$ cat config.mk
export PLATFORM = sky130hd
export DESIGN_NAME = alu_share_arbiter
export DESIGN_NICKNAME = d
export VERILOG_FILES = /design/src/rtl/alu_share_arbiter.sv
export SDC_FILE = /design/constraint.sdc
export NUM_CORES = 1
export LEC_CHECK = 0
export CAP_MARGIN = 0
export CORE_AREA = 2 2 173 175
export CTS_CLUSTER_DIAMETER = 150
export CTS_CLUSTER_SIZE = 20
export DETAILED_ROUTE_END_ITERATION = 10
export DIE_AREA = 0 0 175 177
export SLEW_MARGIN = 20
export SYNTH_ARGS = -nofsm -noshare
export SYNTH_HDL_FRONTEND = slang
export SYNTH_SLANG_ARGS = --single-unit
$ cat constraint.sdc
create_clock -name clk -period 3 [get_ports clk]
set_input_delay 0.6 -clock clk [delete_from_list [all_inputs] [get_ports clk]]
set_output_delay 0.6 -clock clk [all_outputs]
set_load 0.01 [all_outputs]
$ cat src/rtl/alu_share_arbiter.sv
// Round-robin arbiter that shares one combinational ALU among NUM_REQ requesters.
// Winning operands are registered; DIV holds them for DIV_CYCLES; the response is tagged valid/ready.
module alu_share_arbiter #(
    parameter int unsigned NUM_REQ    = 4,
    parameter int unsigned WIDTH      = 32,
    parameter int unsigned DIV_CYCLES = 4,
    parameter int unsigned MAX_OPCODE = 10
) (
    input  logic                                             clk,
    input  logic                                             rst_n,
    input  logic [NUM_REQ-1:0]                               req_valid,
    output logic [NUM_REQ-1:0]                               req_ready,
    input  logic [4*NUM_REQ-1:0]                             req_opcode,
    input  logic [WIDTH*NUM_REQ-1:0]                         req_a,
    input  logic [WIDTH*NUM_REQ-1:0]                         req_b,
    input  logic [5*NUM_REQ-1:0]                             req_shamt,
    output logic [3:0]                                       alu_opcode,
    output logic [WIDTH-1:0]                                 alu_input1,
    output logic [WIDTH-1:0]                                 alu_input2,
    output logic [4:0]                                       alu_shift,
    input  logic [WIDTH-1:0]                                 alu_result,
    input  logic                                             alu_carry,
    input  logic                                             alu_zero,
    input  logic                                             alu_sign,
    output logic                                             rsp_valid,
    input  logic                                             rsp_ready,
    output logic [((NUM_REQ > 1) ? $clog2(NUM_REQ) : 1)-1:0] rsp_id,
    output logic [WIDTH-1:0]                                 rsp_result,
    output logic [3:0]                                       rsp_flags,
    output logic                                             busy
);

    localparam int unsigned ID_W  = (NUM_REQ > 1) ? $clog2(NUM_REQ) : 1;
    localparam int unsigned SUM_W = ID_W + 1;
    localparam int unsigned CNT_W = (DIV_CYCLES > 1) ? $clog2(DIV_CYCLES) : 1;
    localparam logic [3:0]  OP_DIV = 4'd4;

    typedef enum logic [1:0] {
        IDLE = 2'd0,
        EXEC = 2'd1,
        RESP = 2'd2
    } state_e;

    state_e             state_q, state_d;
    logic [ID_W-1:0]    ptr_q, ptr_d;
    logic [CNT_W-1:0]   cnt_q, cnt_d;
    logic [3:0]         op_q, op_d;
    logic [WIDTH-1:0]   a_q, a_d;
    logic [WIDTH-1:0]   b_q, b_d;
    logic [4:0]         sh_q, sh_d;
    logic [ID_W-1:0]    id_q, id_d;
    logic               ill_q, ill_d;
    logic               rsp_valid_q, rsp_valid_d;
    logic [WIDTH-1:0]   rsp_result_q, rsp_result_d;
    logic [3:0]         rsp_flags_q, rsp_flags_d;

    logic               grant_found;
    logic [ID_W-1:0]    grant_idx;
    logic [SUM_W-1:0]   cand_sum;
    logic [3:0]         win_op;
    logic               win_ill;

    // First valid requester at or after the pointer, wrapping modulo NUM_REQ.
    always_comb begin
        grant_found = 1'b0;
        grant_idx   = '0;
        cand_sum    = '0;
        for (int unsigned k = 0; k < NUM_REQ; k++) begin
            cand_sum = {1'b0, ptr_q} + SUM_W'(k);
            if (cand_sum >= SUM_W'(NUM_REQ)) begin
                cand_sum = cand_sum - SUM_W'(NUM_REQ);
            end
            if (!grant_found && req_valid[cand_sum[ID_W-1:0]]) begin
                grant_found = 1'b1;
                grant_idx   = cand_sum[ID_W-1:0];
            end
        end
    end

    assign win_op  = req_opcode[4*32'(grant_idx) +: 4];
    assign win_ill = win_op > 4'(MAX_OPCODE);

    assign req_ready = (rst_n && (state_q == IDLE) && grant_found)
                     ? (NUM_REQ'(1) << grant_idx) : '0;

    always_comb begin
        state_d      = state_q;
        ptr_d        = ptr_q;
        cnt_d        = cnt_q;
        op_d         = op_q;
        a_d          = a_q;
        b_d          = b_q;
        sh_d         = sh_q;
        id_d         = id_q;
        ill_d        = ill_q;
        rsp_valid_d  = rsp_valid_q;
        rsp_result_d = rsp_result_q;
        rsp_flags_d  = rsp_flags_q;
        case (state_q)
            IDLE: begin
                if (grant_found) begin
                    // Illegal opcodes present opcode 0 to the ALU; the result is discarded.
                    op_d    = win_ill ? 4'd0 : win_op;
                    ill_d   = win_ill;
                    a_d     = req_a[WIDTH*32'(grant_idx) +: WIDTH];
                    b_d     = req_b[WIDTH*32'(grant_idx) +: WIDTH];
                    sh_d    = req_shamt[5*32'(grant_idx) +: 5];
                    id_d    = grant_idx;
                    ptr_d   = (grant_idx == ID_W'(NUM_REQ - 1)) ? '0 : grant_idx + 1'b1;
                    cnt_d   = '0;
                    state_d = EXEC;
                end
            end
            EXEC: begin
                if ((op_q == OP_DIV) && (cnt_q != CNT_W'(DIV_CYCLES - 1))) begin
                    cnt_d = cnt_q + 1'b1;
                end else begin
                    cnt_d        = '0;
                    rsp_valid_d  = 1'b1;
                    rsp_result_d = ill_q ? '0 : alu_result;
                    rsp_flags_d  = ill_q ? 4'b1010 : {1'b0, alu_carry, alu_zero, alu_sign};
                    state_d      = RESP;
                end
            end
            RESP: begin
                if (rsp_ready) begin
                    rsp_valid_d = 1'b0;
                    state_d     = IDLE;
                end
            end
            default: state_d = IDLE;
        endcase
    end

    always_ff @(posedge clk or negedge rst_n) begin
        if (!rst_n) begin
            state_q      <= IDLE;
            ptr_q        <= '0;
            cnt_q        <= '0;
            op_q         <= '0;
            a_q          <= '0;
            b_q          <= '0;
            sh_q         <= '0;
            id_q         <= '0;
            ill_q        <= 1'b0;
            rsp_valid_q  <= 1'b0;
            rsp_result_q <= '0;
            rsp_flags_q  <= '0;
        end else begin
            state_q      <= state_d;
            ptr_q        <= ptr_d;
            cnt_q        <= cnt_d;
            op_q         <= op_d;
            a_q          <= a_d;
            b_q          <= b_d;
            sh_q         <= sh_d;
            id_q         <= id_d;
            ill_q        <= ill_d;
            rsp_valid_q  <= rsp_valid_d;
            rsp_result_q <= rsp_result_d;
            rsp_flags_q  <= rsp_flags_d;
        end
    end

    assign alu_opcode = op_q;
    assign alu_input1 = a_q;
    assign alu_input2 = b_q;
    assign alu_shift  = sh_q;
    assign rsp_valid  = rsp_valid_q;
    assign rsp_id     = id_q;
    assign rsp_result = rsp_result_q;
    assign rsp_flags  = rsp_flags_q;
    assign busy       = (state_q != IDLE);

endmodule

== After elaboration in Yosys (flattened, before gate mapping) ==
Cells that the tools add are included.
W data, S select, Z words.

* Logic and storage cells: 98
* Output and inout port bits: 117
* Input bits: 334
* Register bits: 119

* Add/sub/neg operators: 9
* Shift-type cells: 5
* Mux-type cells: 35
* $lt $le $gt $ge: 9
* Equality and inequality tests: 8
* Multipliers: 1
* Reduce and logical (&&, ||, !) cells: 18
* Bitwise gates (word level): 1

{| class="wikitable"
|+ Operators by type and width
! operator !! number
|-
| $shiftx A128 B8 Y32 || 2
|-
| $mux W32 || 1
|-
| $mux W2 || 14
|-
| $shiftx A20 B6 Y5 || 1
|-
| $shiftx A16 B5 Y4 || 1
|-
| $lt A2 B3 Y1 const B || 4
|-
| $mux W4 || 3
|-
| $mux W1 || 10
|-
| $ge A3 B3 Y1 const B || 3
|-
| $bmux W1 S2 || 4
|-
| $ne A2 B2 Y1 const B || 4
|-
| $sub A2 B1 Y2 const B || 4
|-
| $add A2 B2 Y3 const B || 2
|-
| $logic_and A1 B1 Y1 || 6
|-
| $pmux W2 S3 || 1
|-
| $reduce_and A2 Y1 || 3
|-
| $reduce_and A3 Y1 || 2
|-
| $reduce_bool A2 Y1 || 3
|-
| $mul A3 B2 Y5 const A || 1
|-
| $add A2 B1 Y2 const B || 2
|-
| $eq A2 B2 Y1 const B || 2
|-
| $eq A4 B3 Y1 const B || 1
|-
| $gt A4 B4 Y1 const B || 1
|-
| $pmux W2 S2 || 1
|-
| other kinds (8) || 10
|}

== Depth between registers and ports, before layout ==
Gate-level depths: netlist of the first run.

* Depth after elaboration: 17
* Gate-level depth with buffers: 10

== Worst setup path after synthesis of the first run ==
OpenSTA, ideal clock, no wires.

* Path type: input to output
* Start point: input req_valid[0]
* End point: output req_ready[0]
* Arrival: 2,023 ps
* Setup slack: 377 ps
* Stages: 9
* Required time: 2,400 ps
* Path through: a21o_1 > a21oi_1 > o22a_1 > buf_2 > buf_2 > buf_2 > inv_1 > ha_1 > and3_1

* Cells in the longest elaborated chain, start to end: 14

{| class="wikitable"
|+ RTL lines
! element !! RTL line !! source
|-
| start: declaration || 11 || <nowiki>input logic [NUM_REQ-1:0] req_valid,</nowiki>
|-
| $bmux W1 S2 || 73 || <nowiki>if (!grant_found && req_valid[cand_sum[ID_W-1:0]]) begin</nowiki>
|-
| $mux W1 (implied by the code) || 73 ||
|-
| $mux W1 || 73 ||
|-
| $logic_not A1 Y1 || 73 ||
|-
| $logic_and A1 B1 Y1 || 73 ||
|-
| $mux W1 || 73 ||
|-
| $logic_not A1 Y1 || 73 ||
|-
| $logic_and A1 B1 Y1 || 73 ||
|-
| $mux W1 || 73 ||
|-
| $logic_not A1 Y1 || 73 ||
|-
| $logic_and A1 B1 Y1 || 73 ||
|-
| $mux W2 (*) || 73 ||
|-
| named net grant_idx[1] || 58 || <nowiki>logic [ID_W-1:0] grant_idx;</nowiki>
|-
| $shl A1 B2 Y4 (*) || 84 || <nowiki>? (NUM_REQ'(1) << grant_idx) : '0;</nowiki>
|-
| $mux W4 (*) || 84 ||
|-
| end: declaration || 12 || <nowiki>output logic [NUM_REQ-1:0] req_ready,</nowiki>
|}

Mark *: on every way through the listed nets, which the timed path passes. The rest lies on a longest branch. The select of a mux whose other input is x is not followed.

== Worst setup path in the final report of the first run ==
* Start point: input req_valid[0]
* End point: output req_ready[1]

* Cells in the longest elaborated chain, start to end: 14

{| class="wikitable"
|+ RTL lines
! element !! RTL line
|-
| $bmux W1 S2 || 73
|-
| $mux W1 (implied by the code) || 73
|-
| $mux W1 || 73
|-
| $logic_not A1 Y1 || 73
|-
| $logic_and A1 B1 Y1 || 73
|-
| $mux W1 || 73
|-
| $logic_not A1 Y1 || 73
|-
| $logic_and A1 B1 Y1 || 73
|-
| $mux W1 || 73
|-
| $logic_not A1 Y1 || 73
|-
| $logic_and A1 B1 Y1 || 73
|-
| $mux W2 / $mux W1 (equally long branches) || 73
|-
| $shl A1 B2 Y4 / $logic_and A1 B1 Y1 (equally long branches) || 84, 83
|-
| $mux W4 (*) || 84
|}

Mark *: on every way between the ends. The rest lies on a longest branch, timed or not. The select of a mux whose other input is x is not followed.

==> results.md, run 1 <==
- Clk sinks: 119
- Slew Limit Fails: 0
- CP Launch Type: primary input
- Setup slack after layout: 0.08996 ns
- Number of global-route vias before repair: 7577
- ANT nets after route: 0
- Finished Layout Cells: 1638
- Pre-CTS setup slack: -0.2766 ns
- Final TNS setup: 0 ns
- Overall power: 11.33 mW
- Ys Warns: 0
- Initial core utilization: 0.2401
- First-pass GRT wire length: 43.20 mm
- Mapped Area: 0.007023 mm²
- CTS max path bufs: 2
- Largest net degree at the start of global routing: 86
- Crit path required time: 2.40 ns
- Cells after DPL: 1604
- # IOs: 451
- Leakage dissipation: 5.398 nW
- Crit-path max FO: 5
- Ant diodes: 0
- Main flop type after synthesis: dfrtp_1
- Die Span Y: 177 µm
- Number of synthesized flops with an enable pin: 0
- P&R area growth vs syn: 80.06%
- Initial DRC Count: 261
- Status: finished, final reports clean
- WL per Instance: 17.55 µm
- Area after DPL: 0.01203 mm²
- DP Wirelength: 21.94 mm
- Core outline area: 0.02924 mm²
- PortBufs: 450
- Mapped Avg Cell Area: 8.779 µm²
- Crit share post-route: 0.9700
- Syn_nets: 1139
- GRT overflow: 0
- Inserted Clock Buffers: 17
- Clk slew on worst S/H paths: 0.05 ns
- Die width: 175 µm
- Clock latency on the worst-skew pair: 0.40 ns
- Slew of the pin with the lowest slew margin: 0.9549 ns
- GRT Util Overall: 0.1792
- Max Cap Viol: 0
- DRT Wirelength: 28.74 mm
- Fin nets: 1574
- Leading cell type in the layout, fill and taps excluded: clkdlybuf4s50_1
- Setup crit end kind: output port
- Final instance area: 0.01265 mm²
- Critical Path Source: req_valid[0]
- Most frequent cells in the layout: 443 x clkdlybuf4s50_1, 190 x nand2_1, 119 x dfrtp_1
- Final Hold Vio Count: 0
- Hold Crit Start: alu_input1[29]
- Worst vdd ir: 0.3874 mV
- Library cells used by synthesis: 37
- Final min period: 2.910 ns
- Cell row count: 63
- TritonCTS clock tree: done
- Drt drc: 0
- Routability congestion estimate: 0.8078
- Worst slew margin: 0.3634
- Max frequency: 0.3436 GHz
- RSZ-0062 raised after global routing: no
- Syn Inst Count: 800
- # fillers: 2905
- Final Skew: 0.01253 ns
- Hold path depth: 1
- Async S/R FF share, synth: 1.000
- Crit path DAT: 2.31 ns
- Max H-tree Level: 4
- R2r setup slk: 0.46 ns
- RR Startpoint: ptr_q[1]
- Yosys reg bits: 119
- R2r worst-path depth: 10
- Worst r2r dst: alu_input1[2]
- Pwr/cell area: 895.5 mW/mm²
- Die area: 0.03098 mm²
- Critical path class: in2out
- Sequential fraction of the synthesis area: 0.4240
- HP Class: reg2reg
- Root Buffer: clkbuf_16
- Layout cell share with drive strength beyond 1: 0.06731
- Initial DRT Pass Iterations: 4
- Initial antenna violation count: 0
- Total via count in the routed design: 7622
- Via density: 4.653
- Final Setup Violations: 0
- Worst Hold End: alu_input1[29]
## power breakdown
part,switching [mW],internal (mW)
clock network,0.842,1.27
logic,3.06,3.26
registers,0.494,2.39
## Yosys cell counts, drive strengths merged (2+ instances only)
cell type,number,share of area
nand2,191,0.10
dfrtp,119,0.42
a21o,70,0.075
and2,70,0.062
a211oi,69,0.074
a311oi,69,0.086
clkbuf,52,0.028
o21ai,47,0.033
nand2b,35,0.031
buf,24,0.025
mux2i,12,0.018
ha,5,0.0089
inv,5,0.0027
a21oi,4,0.0029
and3,4,0.0036
nor2,4,0.0021
o21a,4,0.0045
mux2,2,0.0032
nand3,2,0.0014
or2,2,0.0018
## registers in the layout (all words and copies together) (netlist names), 4 cells and up
register / cells
alu_shift: 5
alu_input1: 32
alu_input2: 32
rsp_flags: 4
rsp_result: 32
alu_opcode: 4
## logic make-up (layout without fill, tap and decap cells)
kind of cell	after synthesis	after routing	synth area share
AOI/OAI and AO/OA	268	268	0.2813
adders and majority gates	5	5	0.008908
buffers and inverters	81	529	0.05559
DFF	119	119	0.4240
muxes	14	14	0.02084
and+or+nand+nor	313	313	0.2093
## critical path, cell delays in order
cell,delay [ns]
dlygate4sd2_1,0.26
buf_4,0.15
a21o_1,0.18
a21oi_2,0.15
o22a_4,0.17
buf_4,0.12
inv_1,0.06
ha_1,0.19
and3_1,0.14
dlygate4sd2_1,0.29
## per-layer routing
metal,global-route usage,part of all wire
met5,0,0
met4,0.03646,0.011
met3,0.05112,0.070
met2,0.3188,0.50
met1,0.2155,0.42
## how the worst max path moves through the flow
stage,endpoint,depth (start not counted)
3_5_place_dp,req_ready[1],9
5_1_grt,req_ready[0],10
3_3_place_gp,req_ready[1],9
6_report,req_ready[1],10
2_1_floorplan,req_ready[0],9
4_1_cts,req_ready[1],9
## layout make-up
cell class / instances / area, µm² / share of cell area
inverter: 5 / 21.27 / 0.001682
sequential: 119 / 2978 / 0.2355
tap: 390 / 488.0 / 0.03859
clock buffer: 18 / 439.2 / 0.03473
timing repair buffer: 492 / 4878 / 0.3858
multi-input combinational: 600 / 3679 / 0.2909
clock inverter: 14 / 162.7 / 0.01286
## repair_timing
item,in CTS,in global routing
resized for setup,6,1
setup buffers,1,0
pin swaps,1,1
endpoints found under the hold margin,1,0
setup endpoints to repair,4,3
hold buffers,1,0
## metrics by stage
step                      hold WS [ns]    util
after detailed placement        0.4185  0.4112
after floorplan                 0.3044       -
after global routing            0.4814  0.4324
after CTS                       0.4770  0.4323
after global placement          0.4190  0.4112
final                           0.4740  0.4324
(Power assumes the default switching activity.)
==> run 2: changes to the inputs <==
--- a/config.mk
+++ b/config.mk
@@ -5,13 +5,14 @@
 export SDC_FILE = /design/constraint.sdc
 export NUM_CORES = 1
 export LEC_CHECK = 0
-export CAP_MARGIN = 0
+export CAP_MARGIN = 20
 export CORE_AREA = 2 2 173 175
 export CTS_CLUSTER_DIAMETER = 150
 export CTS_CLUSTER_SIZE = 20
 export DETAILED_ROUTE_END_ITERATION = 10
 export DIE_AREA = 0 0 175 177
-export SLEW_MARGIN = 20
+export SETUP_SLACK_MARGIN = 0.3
+export SLEW_MARGIN = 15
 export SYNTH_ARGS = -nofsm -noshare
 export SYNTH_HDL_FRONTEND = slang
 export SYNTH_SLANG_ARGS = --single-unit
==> results.md, run 2 (synthesized netlist as in run 1, its figures left out) <==
- Cell row count: 63 (unchanged)
- P&R area growth vs syn: 80.28%
- R2r worst-path depth: 10 (unchanged)
- Total via count in the routed design: 7650 (+0.37%)
- Die width: 175 µm (unchanged)
- Number of global-route vias before repair: 7589 (+0.16%)
- Final Hold Vio Count: 0 (unchanged)
- Ant diodes: 0 (unchanged)
- Worst slew margin: 0.3635 (about the same)
- Max H-tree Level: 4 (unchanged)
- RR Startpoint: ptr_q[1]
- GRT overflow: 0 (unchanged)
- Pre-CTS setup slack: -0.2766 ns (unchanged)
- Drt drc: 0 (unchanged)
- DRT Wirelength: 28.80 mm (+0.21%)
- Crit share post-route: 0.8562 (-0.1138)
- Most frequent cells in the layout: 441 x clkdlybuf4s50_1, 190 x nand2_1, 118 x dfrtp_1
- RSZ-0062 raised after global routing: no
- Worst vdd ir: 0.3859 mV (-0.38%)
- Final Skew: 0.01219 ns (-0.0003328 ns)
- Inserted Clock Buffers: 17 (unchanged)
- WL per Instance: 17.55 µm (about the same)
- CP Launch Type: primary input
- # IOs: 451 (unchanged)
- Final TNS setup: 0 ns (unchanged)
- Hold WS: 0.4740 ns (+0.00006000 ns)
- Area after DPL: 0.01203 mm² (unchanged)
- Initial DRT Pass Iterations: 4 (unchanged)
- Initial core utilization: 0.2401 (unchanged)
- Root Buffer: clkbuf_16
- Hold path depth: 1 (unchanged)
- Leading cell type in the layout, fill and taps excluded: clkdlybuf4s50_1
- Crit-path max FO: 5 (unchanged)
- HP Class: reg2reg
- First-pass GRT wire length: 43.26 mm (+0.15%)
- Via density: 4.662 (+0.18%)
- Largest net degree at the start of global routing: 86 (unchanged)
- PortBufs: 450 (unchanged)
- Die Span Y: 177 µm (unchanged)
- Setup slack after layout: 0.4315 ns (+0.3415 ns)
- R2r setup slk: 0.54 ns (+0.08 ns)
- Final Setup Violations: 0 (unchanged)
- Max Cap Viol: 0 (unchanged)
- TritonCTS clock tree: done
- Worst r2r dst: alu_input1[2]
- GRT Util Overall: 0.1795 (+0.0002763)
- Status: finished, final reports clean
- Crit path required time: 2.40 ns (about the same)
- Leakage dissipation: 5.396 nW (about the same)
- Slew of the pin with the lowest slew margin: 0.9548 ns (-0.0001391 ns)
- Hold Crit Start: alu_input1[29]
- ANT nets after route: 0 (unchanged)
- Final min period: 2.569 ns (-0.3415 ns)
- Critical path class: in2out
- Die area: 0.03098 mm² (unchanged)
- Pwr/cell area: 896.6 mW/mm² (+0.12%)
- Worst Hold End: alu_input1[29]
- Initial antenna violation count: 0 (unchanged)
- Routability congestion estimate: 0.8078 (unchanged)
- Fin nets: 1577 (+0.19%)
- Core outline area: 0.02924 mm² (unchanged)
- Clk slew on worst S/H paths: 0.05 ns (about the same)
- Initial DRC Count: 277 (+6.1%)
- Slew Limit Fails: 0 (unchanged)
- Crit path DAT: 1.97 ns (-0.34 ns)
- Clock latency on the worst-skew pair: 0.40 ns (about the same)
- DP Wirelength: 21.94 mm (unchanged)
- Clk sinks: 119 (unchanged)
- Setup crit end kind: output port
- Final instance area: 0.01266 mm² (+0.12%)
- CTS max path bufs: 2 (unchanged)
- Max frequency: 0.3893 GHz (+13%)
- Layout cell share with drive strength beyond 1: 0.07514 (+0.007832)
==> run 2: changes by cell type in the layout (fill, tap and decap cells not counted), moves of 2 or more <==
cell	change
clkbuf_2	+2
buf_4	+2
buf_2	+2
dlygate4sd2_1	-2
clkdlybuf4s50_1	-2
==> run 2: where the power goes <==
| part | internal (mW) | switching, mW | leakage, nW | total, mW |
|---|---|---|---|---|
| logic | 3.28 | 3.07 | 3.62 | 6.35 |
| registers | 2.40 | 0.489 | 1.47 | 2.89 |
| clock network | 1.27 | 0.841 | 0.300 | 2.11 |
| total | 6.95 | 4.40 | 5.40 | 11.4 |
==> run 2: layout make-up <==
class                   count  area [µm²]
repair buffers            495        4886
multi-input cells         600        3685
clock buffers              18       439.2
fillers                  2899       16580
flip-flops and latches    119        2979
clock inverters            14       162.7
inverters                   5       21.27
well taps                 390       488.0
==> run 2: worst max-delay path by stage <==
| stage | slack [ns] | from | end |
|---|---|---|---|
| finish | 0.43 | req_valid[0] | req_ready[1] |
| global route | 0.31 | ptr_q[1] | req_ready[0] |
| CTS | 0.29 | ptr_q[0] | req_ready[0] |
| detailed placement | -0.28 | req_valid[0] | req_ready[1] |
| global placement | -0.23 | req_valid[0] | req_ready[1] |
| floorplan | 0.38 | req_valid[0] | req_ready[0] |
==> run 2: metrics by stage <==
stage / power [mW] / std cells / util
3_3_place_gp: 9.259 / 1604 / 0.4112
4_1_cts: 11.54 / 1640 / 0.4334
3_5_place_dp: 9.319 / 1604 / 0.4112
5_1_grt: 12.21 / 1641 / 0.4329
2_1_floorplan: 6.157 / 800 / -
6_report: 11.35 / 1641 / 0.4329
==> run 2: repair_timing <==
action,in CTS,in global routing
gates resized for setup,20,4
buffers inserted,3,1
pin swaps,1,3
endpoints found under the setup margin,4,4
hold buffers,1,0
endpoints found under the hold margin,1,0
==> run 2: worst max-delay path, stage by stage <==
cell,delay (ns)
clkdlybuf4s15_2,0.21
buf_6,0.13
a21o_1,0.18
a21oi_2,0.14
o22a_4,0.18
inv_1,0.07
ha_1,0.19
and3_1,0.14
buf_2,0.14
==> run 2: per-layer routing <==
metal / vias to the layer above / track usage / share of wire
met1: 3610 / 0.2158 / 0.42
li1: 3732 / - / -
met2: 290 / 0.3195 / 0.50
met4: 0 / 0.03646 / 0.011
met5: - / 0 / 0
met3: 18 / 0.05112 / 0.070
==> run 3: changes to the inputs <==
--- a/config.mk
+++ b/config.mk
@@ -6,11 +6,11 @@
 export NUM_CORES = 1
 export LEC_CHECK = 0
 export CAP_MARGIN = 20
-export CORE_AREA = 2 2 173 175
+export CORE_AREA = 2 2 176 178
 export CTS_CLUSTER_DIAMETER = 150
 export CTS_CLUSTER_SIZE = 20
 export DETAILED_ROUTE_END_ITERATION = 10
-export DIE_AREA = 0 0 175 177
+export DIE_AREA = 0 0 178 180
 export SETUP_SLACK_MARGIN = 0.3
 export SLEW_MARGIN = 15
 export SYNTH_ARGS = -nofsm -noshare
==> constraint.sdc (replaced) <==
create_clock -name clk -period 3.2 [get_ports clk]
set_input_delay 0.64 -clock clk [delete_from_list [all_inputs] [get_ports clk]]
set_output_delay 0.64 -clock clk [all_outputs]
set_load 0.01 [all_outputs]
==> results.md, run 3 (synthesized netlist as in run 1, its figures left out) <==
- Initial DRC Count: 310 (+12%)
- Root Buffer: clkbuf_16
- Most frequent cells in the layout: 443 x clkdlybuf4s50_1, 190 x nand2_1, 119 x dfrtp_1
- GRT Util Overall: 0.1697 (-0.009770)
- Routability congestion estimate: 0.8574 (+6.1%)
- DP Wirelength: 21.18 mm (-3.4%)
- TritonCTS clock tree: done
- Final Hold Vio Count: 0 (unchanged)
- Final Skew: 0.01160 ns (-0.0005964 ns)
- Fin nets: 1562 (-0.95%)
- First-pass GRT wire length: 42.25 mm (-2.3%)
- Finished Layout Cells: 1634 (-0.43%)
- Initial core utilization: 0.2326 (-0.007515)
- CP Launch Type: primary input
- Number of global-route vias before repair: 7366 (-2.9%)
- Worst slew margin: 0.3590 (-0.004489)
- Initial antenna violation count: 2 (+2)
- Cells after DPL: 1600 (-0.25%)
- Cts hold-fix bufs: 0 (-1)
- Max frequency: 0.3721 GHz
- WL per Instance: 17.25 µm (-1.7%)
- Fin util: 0.4151 (-0.01786)
- Die area: 0.03204 mm² (+3.4%)
- Via density: 4.651 (-0.23%)
- R2r setup slk: 0.66 ns (+0.12 ns)
- ANT nets after route: 0 (unchanged)
- Slew Limit Fails: 0 (unchanged)
- Total via count in the routed design: 7600 (-0.65%)
- DRT Wirelength: 28.19 mm (-2.1%)
- Inserted Clock Buffers: 17 (unchanged)
- Overall power: 10.47 mW (-7.8%)
- HP Class: in2async
- Setup crit end kind: output port
- Final min period: 2.687 ns
- Core outline area: 0.03019 mm² (+3.2%)
- Die Span Y: 180 µm (+1.7%)
- Crit-path max FO: 5 (unchanged)
- CTS max path bufs: 2 (unchanged)
- Clk slew on worst S/H paths: 0.07 ns (+0.02 ns)
- Cell row count: 64 (+1.6%)
- Max Cap Viol: 0 (unchanged)
- Layout cell share with drive strength beyond 1: 0.06311 (-0.01203)
- Slew of the pin with the lowest slew margin: 0.9615 ns (+0.006733 ns)
- Leading cell type in the layout, fill and taps excluded: clkdlybuf4s50_1
- Crit path required time: 2.56 ns (+0.16 ns)
- P&R area growth vs syn: 78.43%
- # IOs: 451 (unchanged)
- Die width: 178 µm (+1.7%)
- Max H-tree Level: 4 (unchanged)
- Drt drc: 0 (unchanged)
- Leakage dissipation: 5.319 nW (-1.4%)
- Crit share post-route: 0.8397
- GRT overflow: 0 (unchanged)
- Largest net degree at the start of global routing: 75 (-13%)
- Initial DRT Pass Iterations: 4 (unchanged)
- Clk sinks: 119 (unchanged)
- Status: finished, final reports clean
- Clock latency on the worst-skew pair: 0.41 ns (about the same)
- Crit path DAT: 2.05 ns (+0.08 ns)
- RSZ-0062 raised after global routing: no
- Pwr/cell area: 835.7 mW/mm² (-6.8%)
- Post CTS Setup Buffer Count: 0 (-3)
- Worst vdd ir: 0.3998 mV (+3.6%)
- Final Setup Violations: 0 (unchanged)
- PortBufs: 450 (unchanged)
- Critical path class: in2out
-- run 3: cell count changes in the layout (fill, tap and decap cells not counted), sizes merged, moves of 2 or more --
cell,delta
buf,-12
clkbuf,-3
clkdlybuf4s50,+2
diode,+2
dlygate4sd2,-2
-- run 3: power breakdown --
group / internal, mW / leakage, nW / switching (mW)
Sequential: 2.25 / 1.47 / 0.471
Combinational: 2.91 / 3.55 / 2.79
Clock: 1.25 / 0.300 / 0.810
Total: 6.40 / 5.32 / 4.07
-- run 3: stage by stage --
step	area (µm²)	hold WS [ns]	TNS [ns]	setup slack, ns
after floorplan	7023	0.3444	0	0.4970
final	12530	0.2959	0	0.5129
after global routing	12530	0.3202	0	0.3203
after CTS	12520	0.3113	0	0.2673
after global placement	11920	0.4589	-0.2632	-0.06992
after detailed placement	11920	0.4648	-0.3771	-0.1074
-- run 3: area by class of cell --
class	count	area, µm²
Sequential cell	119	2978
Multi-Input combinational cell	600	3679
Timing Repair Buffer	480	4737
Fill cell	3084	17660
Antenna cell	2	5.005
Clock buffer	17	425.4
Inverter	5	21.27
Tap cell	396	495.5
Clock inverter	15	190.2
-- run 3: worst max-delay path, cell delays in order --
cell and delay (ns):
clkdlybuf4s50_1 0.50, nor4_1 0.40, nor2_1 0.16, and3_1 0.21, buf_2 0.14
-- run 3: path summary, 6_finish.rpt --
path / from / end / cells past startpoint
min in group clk: alu_input2[21] / alu_input2[21] / 1
hold reg to reg: alu_input2[21] / alu_input2[21] / 1
setup / recovery: req_valid[3] / req_ready[3] / 5
setup reg to reg: ptr_q[1] / alu_input2[19] / 10
max in group asynchronous: rst_n / alu_input1[7] / 3
hold / removal: rst_n / alu_input1[23] / 2
-- run 3: metal layers --
layer / wire length (µm) / share of wire / GRT usage
met5: 0 / 0 / 0
met4: 229 / 0.0081 / 0.03246
met3: 2259 / 0.080 / 0.05393
met2: 13840 / 0.49 / 0.2915
met1: 11860 / 0.42 / 0.2080
-- run 3: what timing repair did --
item                                    in CTS  in global routing
pin swaps                                    1                  2
resized for setup                           18                  3
endpoints found under the setup margin       4                  5
==> variant 1: new RTL, settings of run 1 <==
Reset style: synchronous (`rst_n`), changed in one clocked block.
--- a/src/rtl/alu_share_arbiter.sv
+++ b/src/rtl/alu_share_arbiter.sv
@@ -132,7 +132,7 @@
         endcase
     end
 
-    always_ff @(posedge clk or negedge rst_n) begin
+    always_ff @(posedge clk) begin
         if (!rst_n) begin
             state_q      <= IDLE;
             ptr_q        <= '0;
Function: differs if rst_n is asserted again (counterexample within 4 cycles, from zero or initial values and one cycle with rst_n low); with rst_n held inactive, the same outputs for 4 cycles.
==> variant 1 against run 1 <==
Power shrank 35%. Setup slack gained 0.035 ns. Largest cell class unchanged. Count of clock-buffer cells in the layout decreased by 1. Wire length down 2.2%. First-iteration DRC count increased by 28%. Sequential share of layout area fell by 3.7 points. Global-route usage is 0.57 points lower. Area after synthesis fell by 7.0%. Fmax grew 1.2%. Sequential cell count unchanged. Cell area decreased by 4.9%.
==> variant 1: results (changes against run 1) <==
Finish
The proportion of layout cells with a drive suffix above 1 was 0.06413 (-0.003175). The count of fill cells added during filler insertion is 2988 (+2.9%). The antenna diode instance count is 0 (unchanged). The net count of the finished layout is 1589 (+0.95%).

Logic synthesis
The post-synthesis cell type count is 38 (+2.7%). The post-synthesis net count came to 1166 (+2.4%). The commonest cells after synthesis are 168 x sky130_fd_sc_hd__nand2_1, 119 x sky130_fd_sc_hd__dfxtp_1, 98 x sky130_fd_sc_hd__nand3_1, 85 x sky130_fd_sc_hd__mux2i_1, 79 x sky130_fd_sc_hd__a21oi_1. The proportion of register bits with asynchronous set or reset after synthesis is 0 (-1.000). The number of warning messages in the yosys log is 0 (unchanged). For this run, the leading register cell type out of synthesis is sky130_fd_sc_hd__dfxtp_1. By area the synthesized netlist is led by sky130_fd_sc_hd__dfxtp_1 36%, sky130_fd_sc_hd__mux2i_1 13%, sky130_fd_sc_hd__nand2_1 9.7%. The fraction of the yosys area taken by sequential cells is 0.3647 (-0.05933).

Power and ir drop
The switching share of power was 0.3648 (-0.02345). The standby leakage power was 4.650 nW (-14%). The worst IR drop on VDD is 342.5 uV (-12%).

Outcome
The run finished with clean final reports.

Route
The overall via count from detail_route is 7588 (-0.45%). The number of detailed-routing iterations run before antenna repair is 5 (+1). The number of design-rule violations left by the first detailed-router iteration came to 335 (+28%). The routed length per placed instance came to 17.00 um (-3.1%).

GRT
The global-route wire length before repair was 41920 um (-3.0%). The global-route usage over all layers is 0.1736 (-0.005650). The pin count of the biggest net entering global routing is 76 (-12%).

The via count of the first global-routing pass came to 7355 (-2.9%).

Placed design
The detailed placer's ending HPWL was 20790 um (-5.2%). The instance area at placement is 11430 um2 (-4.9%). The port buffer count is 450 (unchanged). The routability-driven placement congestion ratio is 0.8840 (+9.4%). The worst-case setup slack after placement came to -0.3347 ns (-0.05807 ns).

Setup path
The dominant delay contributor by cell family on the critical path is buffers and inverters. The delay of the slowest cell on the worst path is 0.49 ns (+0.20 ns). The arrival time of data at the critical path endpoint was 2.27 ns (-0.04 ns). The slowest stage of the critical path belongs to the cell sky130_fd_sc_hd__clkdlybuf4s50_1. The maximum fanout encountered on the critical timing path is 4 (-1).

Clocking
For the worst-skew pair, the clock arrives at the later sink with an insertion delay of 0.41 ns. The number of buffers on the longest clock path was 2 (unchanged). After clock tree synthesis, the clock-pin slew on the worst setup and hold paths is 0.06 ns.

Timing
The tightest slew margin relative to the limit is 0.5589 (+0.1956). The worst-case clock skew came to 0.007875 ns (-0.004652 ns).
-- variant 1: logic make-up (layout without fill, tap and decap cells) --
| kind of cell | Yosys count | in the layout | synth area share |
|---|---|---|---|
| and+or+nand+nor | 369 | 369 | 0.2582 |
| muxes | 89 | 89 | 0.1371 |
| buffers and inverters | 79 | 515 | 0.06953 |
| AOI/OAI and AO/OA | 166 | 166 | 0.1609 |
| DFF | 119 | 119 | 0.3647 |
| adders and majority gates | 5 | 5 | 0.009577 |
-- variant 1: path summary, 6_finish.rpt --
path                   from             end  slack, ns  depth (start not counted)
max            req_valid[3]    req_ready[0]       0.13                          8
min          alu_input2[22]  alu_input2[22]       0.45                          2
max reg2reg        ptr_q[0]  alu_input1[30]       0.58                         10
min reg2reg  alu_input2[22]  alu_input2[22]       0.45                          2
-- variant 1: timing repair --
action                                 CTS  global route
setup endpoints to repair                4             4
buffers inserted                         1             0
pin swaps                                1             2
resized for setup                       10             4
endpoints found under the hold margin    0             0
-- variant 1: worst min-delay path, cell delays in order (launching register included) --
cell and delay (ns):
sky130_fd_sc_hd__dfxtp_1 0.31, sky130_fd_sc_hd__nand2_1 0.05, sky130_fd_sc_hd__a21oi_1 0.05
-- variant 1: stage by stage --
step / std cells / util / power, mW / hold slack, ns
2_1_floorplan: 827 / - / 3.907 / 0.4682
3_3_place_gp: 1620 / 0.3910 / 5.393 / 0.4426
3_5_place_dp: 1620 / 0.3910 / 5.419 / 0.4455
4_1_cts: 1653 / 0.4112 / 7.527 / 0.4540
5_1_grt: 1653 / 0.4110 / 7.873 / 0.4725
6_report: 1653 / 0.4110 / 7.411 / 0.4524
-- variant 1: layout make-up --
class / count / share of cell area
inverter: 4 / 0.001561
clock inverter: 15 / 0.01301
tap: 390 / 0.04060
multi-input combinational: 629 / 0.3105
sequential: 119 / 0.1982
clock buffer: 17 / 0.03539
timing repair buffer: 479 / 0.4007
-- variant 1: layer usage --
| metal | track usage | wire length [um] |
|---|---|---|
| met1 | 0.2025 | 11530 |
| met5 | 0 | 0 |
| met3 | 0.04510 | 1834 |
| met2 | 0.3141 | 14280 |
| met4 | 0.04618 | 461 |
-- variant 1: power by group through the flow --
stage / registers [mW] / clock network (mW) / logic, mW
final: 2.08 / 2.05 / 3.28
after floorplan: 2.22 / 0 / 1.69
after global placement: 2.11 / 0 / 3.29
after detailed placement: 2.11 / 0 / 3.30
after global routing: 2.12 / 2.19 / 3.57
after CTS: 2.08 / 2.12 / 3.32
==> variant 2: new RTL, config.mk and constraints of run 1 <==
Made on the original files. Change the parameter `NUM_REQ` from 4 to 2.
--- a/src/rtl/alu_share_arbiter.sv
+++ b/src/rtl/alu_share_arbiter.sv
@@ -1,7 +1,7 @@
 // Round-robin arbiter that shares one combinational ALU among NUM_REQ requesters.
 // Winning operands are registered; DIV holds them for DIV_CYCLES; the response is tagged valid/ready.
 module alu_share_arbiter #(
-    parameter int unsigned NUM_REQ    = 4,
+    parameter int unsigned NUM_REQ    = 2,
     parameter int unsigned WIDTH      = 32,
     parameter int unsigned DIV_CYCLES = 4,
     parameter int unsigned MAX_OPCODE = 10
Ports: changed (7 resized); port bits go from 451 to 300. No check against the original RTL was run, so the function may have changed too.
==> variant 2 against run 1 <==
Cell area shrank 28%. Power down 22%. Wire length is 38% lower. Setup slack gained 0.13 ns. Sequential cell count is 2 lower. Area after synthesis is 26% lower. First-iteration DRC count is 15% lower. Fmax grew 4.8%. Critical path type unchanged. Largest power group unchanged.
==> variant 2: results (changes against run 1) <==
Outcome
The run finished with clean final reports.

GRT
The initial antenna violation count was 1 (+1). The via count of the first global-routing pass is 4787 (-37%). The global-route usage over all layers is 0.1142 (-0.06503). The pin count of the biggest net entering global routing is 71 (-17%). The global-route wire length before repair is 27210 um (-37%).

Clocking
The number of buffers added for setup after CTS is 0 (-1). Clock tree synthesis selected as its root buffer the cell sky130_fd_sc_hd__clkbuf_16. The H-tree depth reported by CTS is 4 (unchanged).

The later-pin clock latency in the skew report is 0.41 ns. The TritonCTS buffer count is 17 (unchanged). The number of buffers on the longest clock path is 2 (unchanged). The clock-pin slew of the registers on the worst-case setup and hold paths is approximately 0.060 ns.

Setup path
The maximum fanout encountered on the critical timing path was 6 (+1). The delay of the slowest cell on the worst path is 0.50 ns (+0.21 ns). The arrival time of data at the critical path endpoint came to 2.18 ns (-0.13 ns). The setup slack of the most critical reg-to-reg path came to 0.96 ns (+0.50 ns). Among cell families on the critical path, the largest total delay comes from buffers and inverters. The slowest stage of the critical path is the sky130_fd_sc_hd__clkdlybuf4s50_1 cell.

Logic synthesis
The post-synthesis net count is 645 (-43%). The proportion of register bits with asynchronous set or reset after synthesis is 1.000 (unchanged). The post-synthesis cell type count is 36 (-2.7%). The number of warning messages in the yosys log was 0 (unchanged). By count the netlist is led by 117 x sky130_fd_sc_hd__dfrtp_1, 69 x sky130_fd_sc_hd__a221o_1, 41 x sky130_fd_sc_hd__nand2_1, 41 x sky130_fd_sc_hd__o21ai_0, 39 x sky130_fd_sc_hd__and2_1. Ranked by total cell area, the synthesized netlist is headed by sky130_fd_sc_hd__dfrtp_1 57%, sky130_fd_sc_hd__a221o_1 13%, sky130_fd_sc_hd__and2_1 4.7%. The fraction of the yosys area taken by sequential cells was 0.5656 (+0.1416).

Power and ir drop
The standby leakage power was 3.744 nW (-31%). The worst IR drop on VDD came to 344.4 uV (-11%). The total net switching power is 2.911 mW (-34%).

Route
The total length of routed wires is 17850 um (-38%). The number of design-rule violations left by the first detailed-router iteration was 222 (-15%). The overall via count from detail_route is 4663 (-39%). The number of detailed-routing iterations run before antenna repair came to 4 (unchanged).

Placed design
The port buffer count is 299 (-34%). The detailed placer's ending HPWL is 12590 um (-43%). The routability-driven placement congestion ratio is 0.7326 (-9.3%).

Min path
The path class of the tightest hold or removal check is in -> async.

Timing
The final hold slack was 0.1126 ns (-0.3614 ns). The worst-case clock skew was 0.01004 ns (-0.002491 ns). The pin slew with the least headroom to its limit was 0.9768 ns (+0.02190 ns).

Finish
The count of fill cells added during filler insertion came to 2993 (+3.0%). The proportion of layout cells with a drive suffix above 1 is 0.06414 (-0.003172). The net count of the finished layout is 939 (-40%).
==> variant 2: cell type report <==
class,count,area [um2],share of cell area
antenna,1,2.502,0.0002736
multi-input combinational,299,2021,0.2209
inverter,7,26.28,0.002872
clock inverter,8,122.6,0.01340
tap,390,488.0,0.05334
timing repair buffer,310,3072,0.3358
clock buffer,23,488.0,0.05334
sequential,117,2928,0.3201
==> variant 2: path summary, 6_finish.rpt <==
path / startpoint / end / depth (start not counted)
max in group asynchronous: rst_n / alu_input2[31] / 2
max reg2reg: state_q[0] / alu_input2[7] / 6
min reg2reg: rsp_result[25] / rsp_result[25] / 2
min: rst_n / alu_input1[23] / 1
max: req_valid[1] / req_ready[0] / 6
min in group clk: rsp_result[25] / rsp_result[25] / 2
==> variant 2: power by group through the flow <==
| stage | clock [mW] | combinational, mW | sequential [mW] |
|---|---|---|---|
| 2_1_floorplan | 0 | 1.55 | 3.07 |
| 3_3_place_gp | 0 | 3.90 | 2.84 |
| 3_5_place_dp | 0 | 3.95 | 2.82 |
| 4_1_cts | 2.23 | 3.94 | 2.83 |
| 5_1_grt | 2.29 | 4.21 | 2.92 |
| 6_report | 2.15 | 3.87 | 2.82 |
==> variant 2: logic make-up (layout without fill, tap and decap cells) <==
| kind of cell | count (synthesis) | after routing | synth area share |
|---|---|---|---|
| other cells | 0 | 1 | 0 |
| buf+inv | 42 | 348 | 0.04641 |
| fa+ha+maj | 1 | 1 | 0.002417 |
| compound gates | 128 | 128 | 0.1994 |
| simple gates | 169 | 169 | 0.1839 |
| mux | 1 | 1 | 0.002175 |
| flops | 117 | 117 | 0.5656 |
==> variant 2: layer usage <==
layer | global-route usage | wire, um
met5 | 0 | 0
met4 | 0.03611 | 218
met2 | 0.1798 | 8174
met3 | 0.05133 | 1787
met1 | 0.1396 | 7672
==> variant 2: worst reg2reg max path, delay by kind of cell, from the launching register on <==
family / cells / cell delay [ns]
simple gates: 3 / 0.76
buf+inv: 2 / 0.68
flops: 1 / 0.43
compound gates: 1 / 0.12
==> variant 2: stage by stage <==
stage               total power [mW]  cell area [um2]  worst slack [ns]  instances
global placement               6.737             8536          0.006914       1123
global route                   9.422             9145            0.1531       1154
floorplan                      4.612             5176            0.8921        458
CTS                            9.001             9145            0.1911       1154
detailed placement             6.770             8536          0.009071       1123
finish                         8.833             9148            0.2226       1155
==> variant 2: repair_timing <==
action	4_1_cts	5_1_grt
hold endpoints to repair	0	0
hold buffers	0	0
setup endpoints to repair	1	0
resized for setup	1	0
